<file path="config.mk">
export PLATFORM = sky130hd
export DESIGN_NAME = guess_judge
export DESIGN_NICKNAME = d
export VERILOG_FILES = /design/src/rtl/guess_pkg.sv /design/src/rtl/guess_lfsr.sv /design/src/rtl/guess_judge.sv
export SDC_FILE = /design/constraint.sdc
export NUM_CORES = 1
export LEC_CHECK = 0
export BUFFER_PORTS_ARGS = -buffer_cell sky130_fd_sc_hd__buf_4
export CAP_MARGIN = 20
export CORE_UTILIZATION = 50
export CTS_BUF_LIST = sky130_fd_sc_hd__clkbuf_2 sky130_fd_sc_hd__clkbuf_4 sky130_fd_sc_hd__clkbuf_8
export DETAILED_ROUTE_END_ITERATION = 8
export MAX_ROUTING_LAYER = met4
export PLACE_DENSITY = 0.72
export SYNTH_ARGS = -nofsm -noshare
export SYNTH_HDL_FRONTEND = slang
export SYNTH_SLANG_ARGS = --single-unit
</file>
<file path="constraint.sdc">
create_clock -name clk_div -period 3.95 [get_ports clk_div]
set_clock_uncertainty 0.15 [all_clocks]
set_input_delay 0.5925 -clock clk_div [delete_from_list [all_inputs] [get_ports clk_div]]
set_output_delay 0.5925 -clock clk_div [all_outputs]
set_load 0.01 [all_outputs]
</file>
<file path="src/rtl/guess_pkg.sv">
// Shared types and constants for the guess-number judge.
// LOCKED only exists when GUESS_TRY_LIMIT_EN is defined.
package guess_pkg;

  typedef enum logic [2:0] {
    IDLE,
    ENTRY,
    COMPARE,
    RESULT,
    WIN
`ifdef GUESS_TRY_LIMIT_EN
    , LOCKED
`endif
  } state_t;

  localparam logic [3:0] KEY_CLEAR = 4'hA;
  localparam logic [3:0] KEY_ENTER = 4'hB;

  localparam logic [1:0] HINT_NONE = 2'b00;
  localparam logic [1:0] HINT_LOW  = 2'b01;
  localparam logic [1:0] HINT_HIGH = 2'b10;

  // Two conditional subtractions are enough because an 8-bit value is below 300.
  function automatic logic [6:0] mod100(input logic [7:0] v);
    logic [7:0] r;
    r = v;
    if (r >= 8'd200) r = r - 8'd200;
    if (r >= 8'd100) r = r - 8'd100;
    return 7'(r);
  endfunction

endpackage

</file>
<file path="src/rtl/guess_lfsr.sv">
// 8-bit Fibonacci LFSR (taps 8,6,5,4) that free-runs every cycle.
module guess_lfsr #(
  parameter logic [7:0] SEED = 8'hA5
) (
  input  logic       clk_div,
  input  logic       rst,
  output logic [7:0] state
);

  always_ff @(posedge clk_div) begin
    if (!rst) state <= SEED;
    else      state <= {state[6:0], state[7] ^ state[5] ^ state[4] ^ state[3]};
  end

endmodule

</file>
<file path="src/rtl/guess_judge.sv">
// Two-digit guess entry, format check and compare against an LFSR-drawn answer.
// Optional try-limit lockout is compiled in with GUESS_TRY_LIMIT_EN.
module guess_judge
  import guess_pkg::*;
#(
  parameter logic [7:0]  LFSR_SEED = 8'hA5,
  parameter int unsigned MAX_TRIES = 7
) (
  input  logic       clk_div,
  input  logic       rst,
  input  logic       new_game,
  input  logic       preset_valid,
  input  logic [6:0] preset_ans,
  input  logic       key_valid,
  input  logic [3:0] key_code,
  output logic       in_correct,
  output logic       ans_correct,
  output logic       result_valid,
  output logic [1:0] hint,
  output logic [7:0] guess_bcd,
  output logic [3:0] tries,
  output logic       game_over,
  output state_t     state
);

  logic [7:0] lfsr_q;
  logic [6:0] ans;
  logic [1:0] cnt;
  logic       ovf;

  logic [1:0] key_cnt, base_cnt;
  logic       key_ovf, base_ovf;
  logic [7:0] key_bcd, base_bcd;
  logic [6:0] guess_val, answer_cap;
  logic [3:0] tries_inc;
  logic       entry_ok;

  guess_lfsr #(.SEED(LFSR_SEED)) u_lfsr (
    .clk_div (clk_div),
    .rst     (rst),
    .state   (lfsr_q)
  );

`ifdef GUESS_TRY_LIMIT_EN
  localparam logic [3:0] MAX_TRIES_4 = 4'(MAX_TRIES);
  logic over_q;
  assign game_over = over_q;
`else
  logic unused_max_tries;
  assign unused_max_tries = ^(4'(MAX_TRIES));
  assign game_over = 1'b0;
`endif

  // Key effect on the entry; in RESULT the entry is cleared before the key lands.
  always_comb begin
    base_cnt = (state == RESULT) ? 2'd0 : cnt;
    base_ovf = (state == RESULT) ? 1'b0 : ovf;
    base_bcd = (state == RESULT) ? 8'h00 : guess_bcd;
    key_cnt  = base_cnt;
    key_ovf  = base_ovf;
    key_bcd  = base_bcd;
    if (key_code <= 4'd9) begin
      case (base_cnt)
        2'd0:    begin key_bcd = {key_code, base_bcd[3:0]}; key_cnt = 2'd1; end
        2'd1:    begin key_bcd = {base_bcd[7:4], key_code}; key_cnt = 2'd2; end
        default: key_ovf = 1'b1;
      endcase
    end else if (key_code == KEY_CLEAR) begin
      key_cnt = 2'd0;
      key_ovf = 1'b0;
      key_bcd = 8'h00;
    end
  end

  always_comb begin
    guess_val  = 7'(guess_bcd[7:4]) * 7'd10 + 7'(guess_bcd[3:0]);
    entry_ok   = (cnt == 2'd2) && !ovf;
    tries_inc  = (tries == 4'hF) ? 4'hF : tries + 4'd1;
    answer_cap = preset_valid ? ((preset_ans > 7'd99) ? 7'd99 : preset_ans)
                              : mod100(lfsr_q);
  end

  always_ff @(posedge clk_div) begin
    if (!rst) begin
      state        <= IDLE;
      ans          <= '0;
      cnt          <= '0;
      ovf          <= 1'b0;
      guess_bcd    <= '0;
      tries        <= '0;
      in_correct   <= 1'b0;
      ans_correct  <= 1'b0;
      result_valid <= 1'b0;
      hint         <= HINT_NONE;
`ifdef GUESS_TRY_LIMIT_EN
      over_q       <= 1'b0;
`endif
    end else if (new_game) begin
      state        <= ENTRY;
      ans          <= answer_cap;
      cnt          <= '0;
      ovf          <= 1'b0;
      guess_bcd    <= '0;
      tries        <= '0;
      in_correct   <= 1'b0;
      ans_correct  <= 1'b0;
      result_valid <= 1'b0;
      hint         <= HINT_NONE;
`ifdef GUESS_TRY_LIMIT_EN
      over_q       <= 1'b0;
`endif
    end else begin
      case (state)
        ENTRY: begin
          if (key_valid) begin
            if (key_code == KEY_ENTER) begin
              state <= COMPARE;
            end else begin
              cnt       <= key_cnt;
              ovf       <= key_ovf;
              guess_bcd <= key_bcd;
            end
          end
        end
        COMPARE: begin
          result_valid <= 1'b1;
          if (entry_ok) begin
            in_correct  <= 1'b1;
            tries       <= tries_inc;
            ans_correct <= (guess_val == ans);
            hint        <= (guess_val < ans) ? HINT_LOW :
                           (guess_val > ans) ? HINT_HIGH : HINT_NONE;
            if (guess_val == ans) begin
              state <= WIN;
            end else begin
              state <= RESULT;
`ifdef GUESS_TRY_LIMIT_EN
              if (tries_inc == MAX_TRIES_4) begin
                state  <= LOCKED;
                over_q <= 1'b1;
              end
`endif
            end
          end else begin
            in_correct  <= 1'b0;
            ans_correct <= 1'b0;
            hint        <= HINT_NONE;
            state       <= RESULT;
          end
        end
        RESULT: begin
          // Enter here only clears; the entry is empty so there is nothing to compare.
          if (key_valid) begin
            result_valid <= 1'b0;
            in_correct   <= 1'b0;
            ans_correct  <= 1'b0;
            hint         <= HINT_NONE;
            cnt          <= key_cnt;
            ovf          <= key_ovf;
            guess_bcd    <= key_bcd;
            state        <= ENTRY;
          end
        end
        default: ;
      endcase
    end
  end

endmodule

</file>
* After elaboration in Yosys (flattened, before gate mapping) *
Index checks and enable logic that the tools add are counted.

storage, ports and cells
  register bits after elaboration = 38
  bits of input ports = 16
  output and inout port bits = 21
  word-level logic and storage cells = 104

cells by class
  $add $sub $neg = 4
  $mul = 1
  order comparisons = 6
  eq/ne operators = 16
  mux-type cells = 47
  bitwise logic cells = 4
  reduce and logical (&&, ||, !) cells = 14

operator list
  kind                   count
  $mux W8                7
  $pmux W8 S2            2
  $mux W7                3
  $mux W2                10
  $mux W3                5
  $eq A4 B4 Y1 const B   3
  $pmux W2 S2            3
  $reduce_and A4 Y1      3
  $mux W1                11
  $ne A3 B3 Y1 const B   3
  $pmux W3 S3            1
  $ge A8 B7 Y1 const B   1
  $ge A8 B8 Y1 const B   1
  $ne A2 B2 Y1 const B   4
  $pmux W1 S2            4
  $sub A8 B8 Y8 const B  1
  $add A7 B4 Y7          1
  $eq A7 B7 Y1           1
  $gt A7 B7 Y1           1
  $gt A7 B7 Y1 const B   1
  $lt A7 B7 Y1           1
  $sub A7 B7 Y7 const B  1
  $eq A3 B2 Y1 const B   2
  $mul A4 B3 Y6 const B  1
  16 further kinds       21

* Depth between registers and ports, before layout *
  word-level depth = 9
  gate-level depth with buffers = 12
  gate-level depth less buffers = 12

* Cells and area by module *
Synthesis repeated with hierarchy kept, for this count alone.

unflattened totals
  cells, all modules = 281
  area total of the unflattened synthesis = 2,381.0 µm²

by module, submodules not included
  module       instances  cells an instance  area each (µm²)
  guess_judge  1          262                2,145.8
  guess_lfsr   1          19                 235.2

* Worst setup path before layout *
OpenSTA, ideal clock, no wires.

  path type = reg2reg
  start = reg guess_bcd[5]
  end = reg state[0]
  setup time = 0.120 ns
  data arrival time = 2.622 ns
  required time = 3.680 ns
  path slack = 1.058 ns
  cell stages (with the launch flop) = 13
  path buffers = 0
  period minus slack after synthesis = 2.892 ns
  cell sequence = dfxtp_1 ha_1 ha_1 fa_1 nand2_1 nor2_1 xnor2_1 ha_1 nand4_1 nor2_1 and3_1 nor2b_1 o31a_1

on the way
  cells in the longest elaborated chain, start to end = 7

RTL lines
  element                   line                RTL
  start: declaration        guess_judge.sv:20   output logic [7:0] guess_bcd,
  start signal: assignment  guess_judge.sv:121  guess_bcd <= key_bcd;
  start signal: assignment  guess_judge.sv:160  guess_bcd <= key_bcd;
  $mul A4 B3 Y6             guess_judge.sv:76   guess_val = 7'(guess_bcd[7:4]) * 7'd10 + 7'(guess_bcd[3:0]);
  $add A7 B4 Y7             guess_judge.sv:76
  $eq A7 B7 Y1              guess_judge.sv:133  if (guess_val == ans) begin
  $mux W3                   guess_judge.sv:133
  $mux W3                   guess_judge.sv:127  if (entry_ok) begin
  $pmux W3 S3               guess_judge.sv:113  case (state)
  $mux W1                   guess_judge.sv:98   end else if (new_game) begin
  end signal: assignment    guess_judge.sv:99   state <= ENTRY;
  end signal: assignment    guess_judge.sv:134  state <= WIN;
  end signal: assignment    guess_judge.sv:136  state <= RESULT;
  end: declaration          guess_judge.sv:23   output state_t state

Every way passes these cells.
A chain may end at the register's enable or synchronous reset.

* Worst setup path after layout *
Same ends and word-level chain as after synthesis.

==> results.cfg <==
[routing]
drtIter0Drc = 101
drt-met1-wl_um = 2700
route.met3.wl_um = 307
routedWlPerCell_um = 14.9
drcViolationCount = 0
highest_layer = met4
ant_nets = 0
viasPerCell = 5.80
vias = 2128
routed_wl_um = 5450
met2_wirelength_um = 2390
drtPass1Iterations = 4

[clocking]
cts_sinks = 38
cts_tree = built
clkTransAtPathRegs_ns = 0.07
cts_resized = 0
clk_path_buf_depth = 2
cts_setup_buffers = 0
ctsHoldBuffers = 0
clkLatencyLatePin_ns = 0.30
cts_max_level = 2
cts_buffers = 5
clockRootBuffer = clkbuf_8

[timing]
tightest_slew_ns = 0.667
slew_headroom_pct = 55.5
hold-worst-slack_ns = 0.309
hold_viol = 0
maxSlewViolCount = 0
finalCriticalPeriod_ns = 3.12
setup_slack_ns = 0.830
fmax_ghz = 0.320
grt_setup_unrepaired = false
finalCritPeriodShare_pct = 79.0
setup_viol_count_final = 0
fin_tns_setup_ns = 0

[synthesis]
synth_top_area_share_pct = 31.5
postSynthCellCount = 285
syn_area_um2 = 2410
yosys.area.top_type = dfxtp_1
ys_dominant_reg_cell = dfxtp_1
synth_edf_count = 0
syn-mean-instance-area_um2 = 8.46
yosysWarnings = 0
ys_seq_elements = 38
ys_seq_area_share_pct = 31.5
synth_cell_types = 61
syn-num-nets = 323
synthTopCellsByArea = dfxtp_1, ha_1, inv_1, a21oi_1, nand2_1
synthArstFlopShare_pct = 0

[flow_run]
maxCapViolations = 0

[worst_setup_path]
arrival_ns = 3.16
cp_slowest_cell = fa_1
crit_path_max_fanout = 5
crit_path_start_kind = register
cp.required_ns = 3.99
cp_cell_sequence = ha_1, ha_1, fa_1, nand2_1, nor2_1, xnor2_1, ha_1, nand4_1, nor2_1, and3_1, nor2b_1, o31a_1
endpoint_kind = register
cpMostUsedCell = ha_1
path_class = reg2reg
critPathMaxStageDelay_ns = 0.53
rrSetupSlack_ns = 0.83

[floorplanning]
rows = 24
initial_core_util_pct = 53.6
pin_count = 37
die-area_um2 = 5110
core_um2 = 4500
die_y_um = 71.5
die_w_um = 71.5

[finish]
synthToLayoutAreaGrowth_pct = 14.4
fin_util_pct = 61.3
stdcell_count = 367
drive_above_1_share_pct = 17.5
diodes = 0
nets = 352

[status]
status = finished, final reports clean

[placed_design]
dp.cells = 359
place.gp.congestion = 0.822
place.detailed.hpwl_um = 4120
io_buffers = 35
pre_cts_ws_ns = 0.858

[global_routing]
overflow = 0
antenna_found_initial = 0
grt_usage_pct = 24.8
grt_max_degree = 21
grt_pass1_wl_um = 9540
grt_pass1_vias = 2008

[power_and_ir_drop]
max-vdd-ir-drop_uv = 195
p_per_area_nw_per_um2 = 305
p_leak_nw = 1.21

[min_path]
min_path_type = reg2reg
-- layout make-up --
type,count,area (um^2)
repair buffers,35,263
clock buffers,7,90.1
multi-input cells,210,1490
inverters,24,90.1
well taps,52,65.1
clock inverters,1,5.00
fillers,397,1740
flip-flops and latches,38,761
-- worst max-delay path: cells and delay by family (launching register included) --
family | cells | cell delay, ns
flops | 1 | 0.41
xor+xnor | 1 | 0.08
fa+ha+maj | 4 | 1.28
simple gates | 6 | 0.82
compound gates | 1 | 0.26
-- sequential cells by signal (all words and copies together), names as in the netlist, 2 cells and up --
name,count
state,3
u_lfsr.state,8
ans,7
hint,2
cnt,2
guess_bcd,8
tries,4
-- placed cells by master (no fill, tap or decap), types with 8 or more instances in the layout --
master,instances
dfxtp_1,38
o21ai_0,10
nor2b_1,8
a21oi_1,16
nand2_1,21
nor2_1,20
buf_4,35
nand3_1,9
ha_1,20
inv_1,23
-- worst paths after layout --
check / startpoint / to / depth (start not counted)
max: guess_bcd[5] / state[0] / 12
min: hint[1] / hint[1] / 2
max reg2reg: guess_bcd[5] / state[0] / 12
min reg2reg: hint[1] / hint[1] / 2
-- metrics by stage --
stage	instance area (um^2)	power, mW
after floorplan	2410	0.524
after global placement	2670	0.561
after detailed placement	2670	0.564
after CTS	2760	0.849
after global routing	2760	0.884
final	2760	0.842
-- report_power, final --
group	switching [mW]	internal, mW	leakage, nW	total [mW]
Clock	0.139	0.148	0.0517	0.286
Combinational	0.0772	0.0590	0.845	0.136
Sequential	0.0199	0.400	0.311	0.420
Total	0.236	0.606	1.21	0.842
-- cells by family after synthesis --
group | share of synthesized area (%)
AND/OR/NAND/NOR | 23.9
AO/OA/AOI/OAI | 21.5
flip-flops | 31.5
buffers and inverters | 6.85
adder cells (fa/ha/maj) | 12.0
XOR/XNOR | 3.63
other | 0.155
multiplexers | 0.415
-- metal layers --
| layer | up-vias | GRT usage [%] |
|---|---|---|
| met4 | 0 | 6.54 |
| met5 | - | - |
| met2 | 53 | 37.0 |
| li1 | 1078 | - |
| met3 | 5 | 6.05 |
| met1 | 992 | 33.7 |
-- cells in the mapped netlist, types with 3 or more instances --
cell       n
dfxtp_1   38
inv_1     23
nand2_1   21
ha_1      20
nor2_1    20
a21oi_1   16
o21ai_0   10
nand3_1    9
nor2b_1    8
a22oi_1    7
nand2b_1   7
and3_1     6
clkbuf_1   6
xnor2_1    6
and2_1     5
nand4_1    5
nor3_1     5
nand3b_1   4
xor2_1     4
a211oi_1   3
a21o_1     3
a22o_1     3
buf_2      3
o211ai_1   3
o221ai_1   3
No activity file was read; power rests on OpenSTA's default activity.
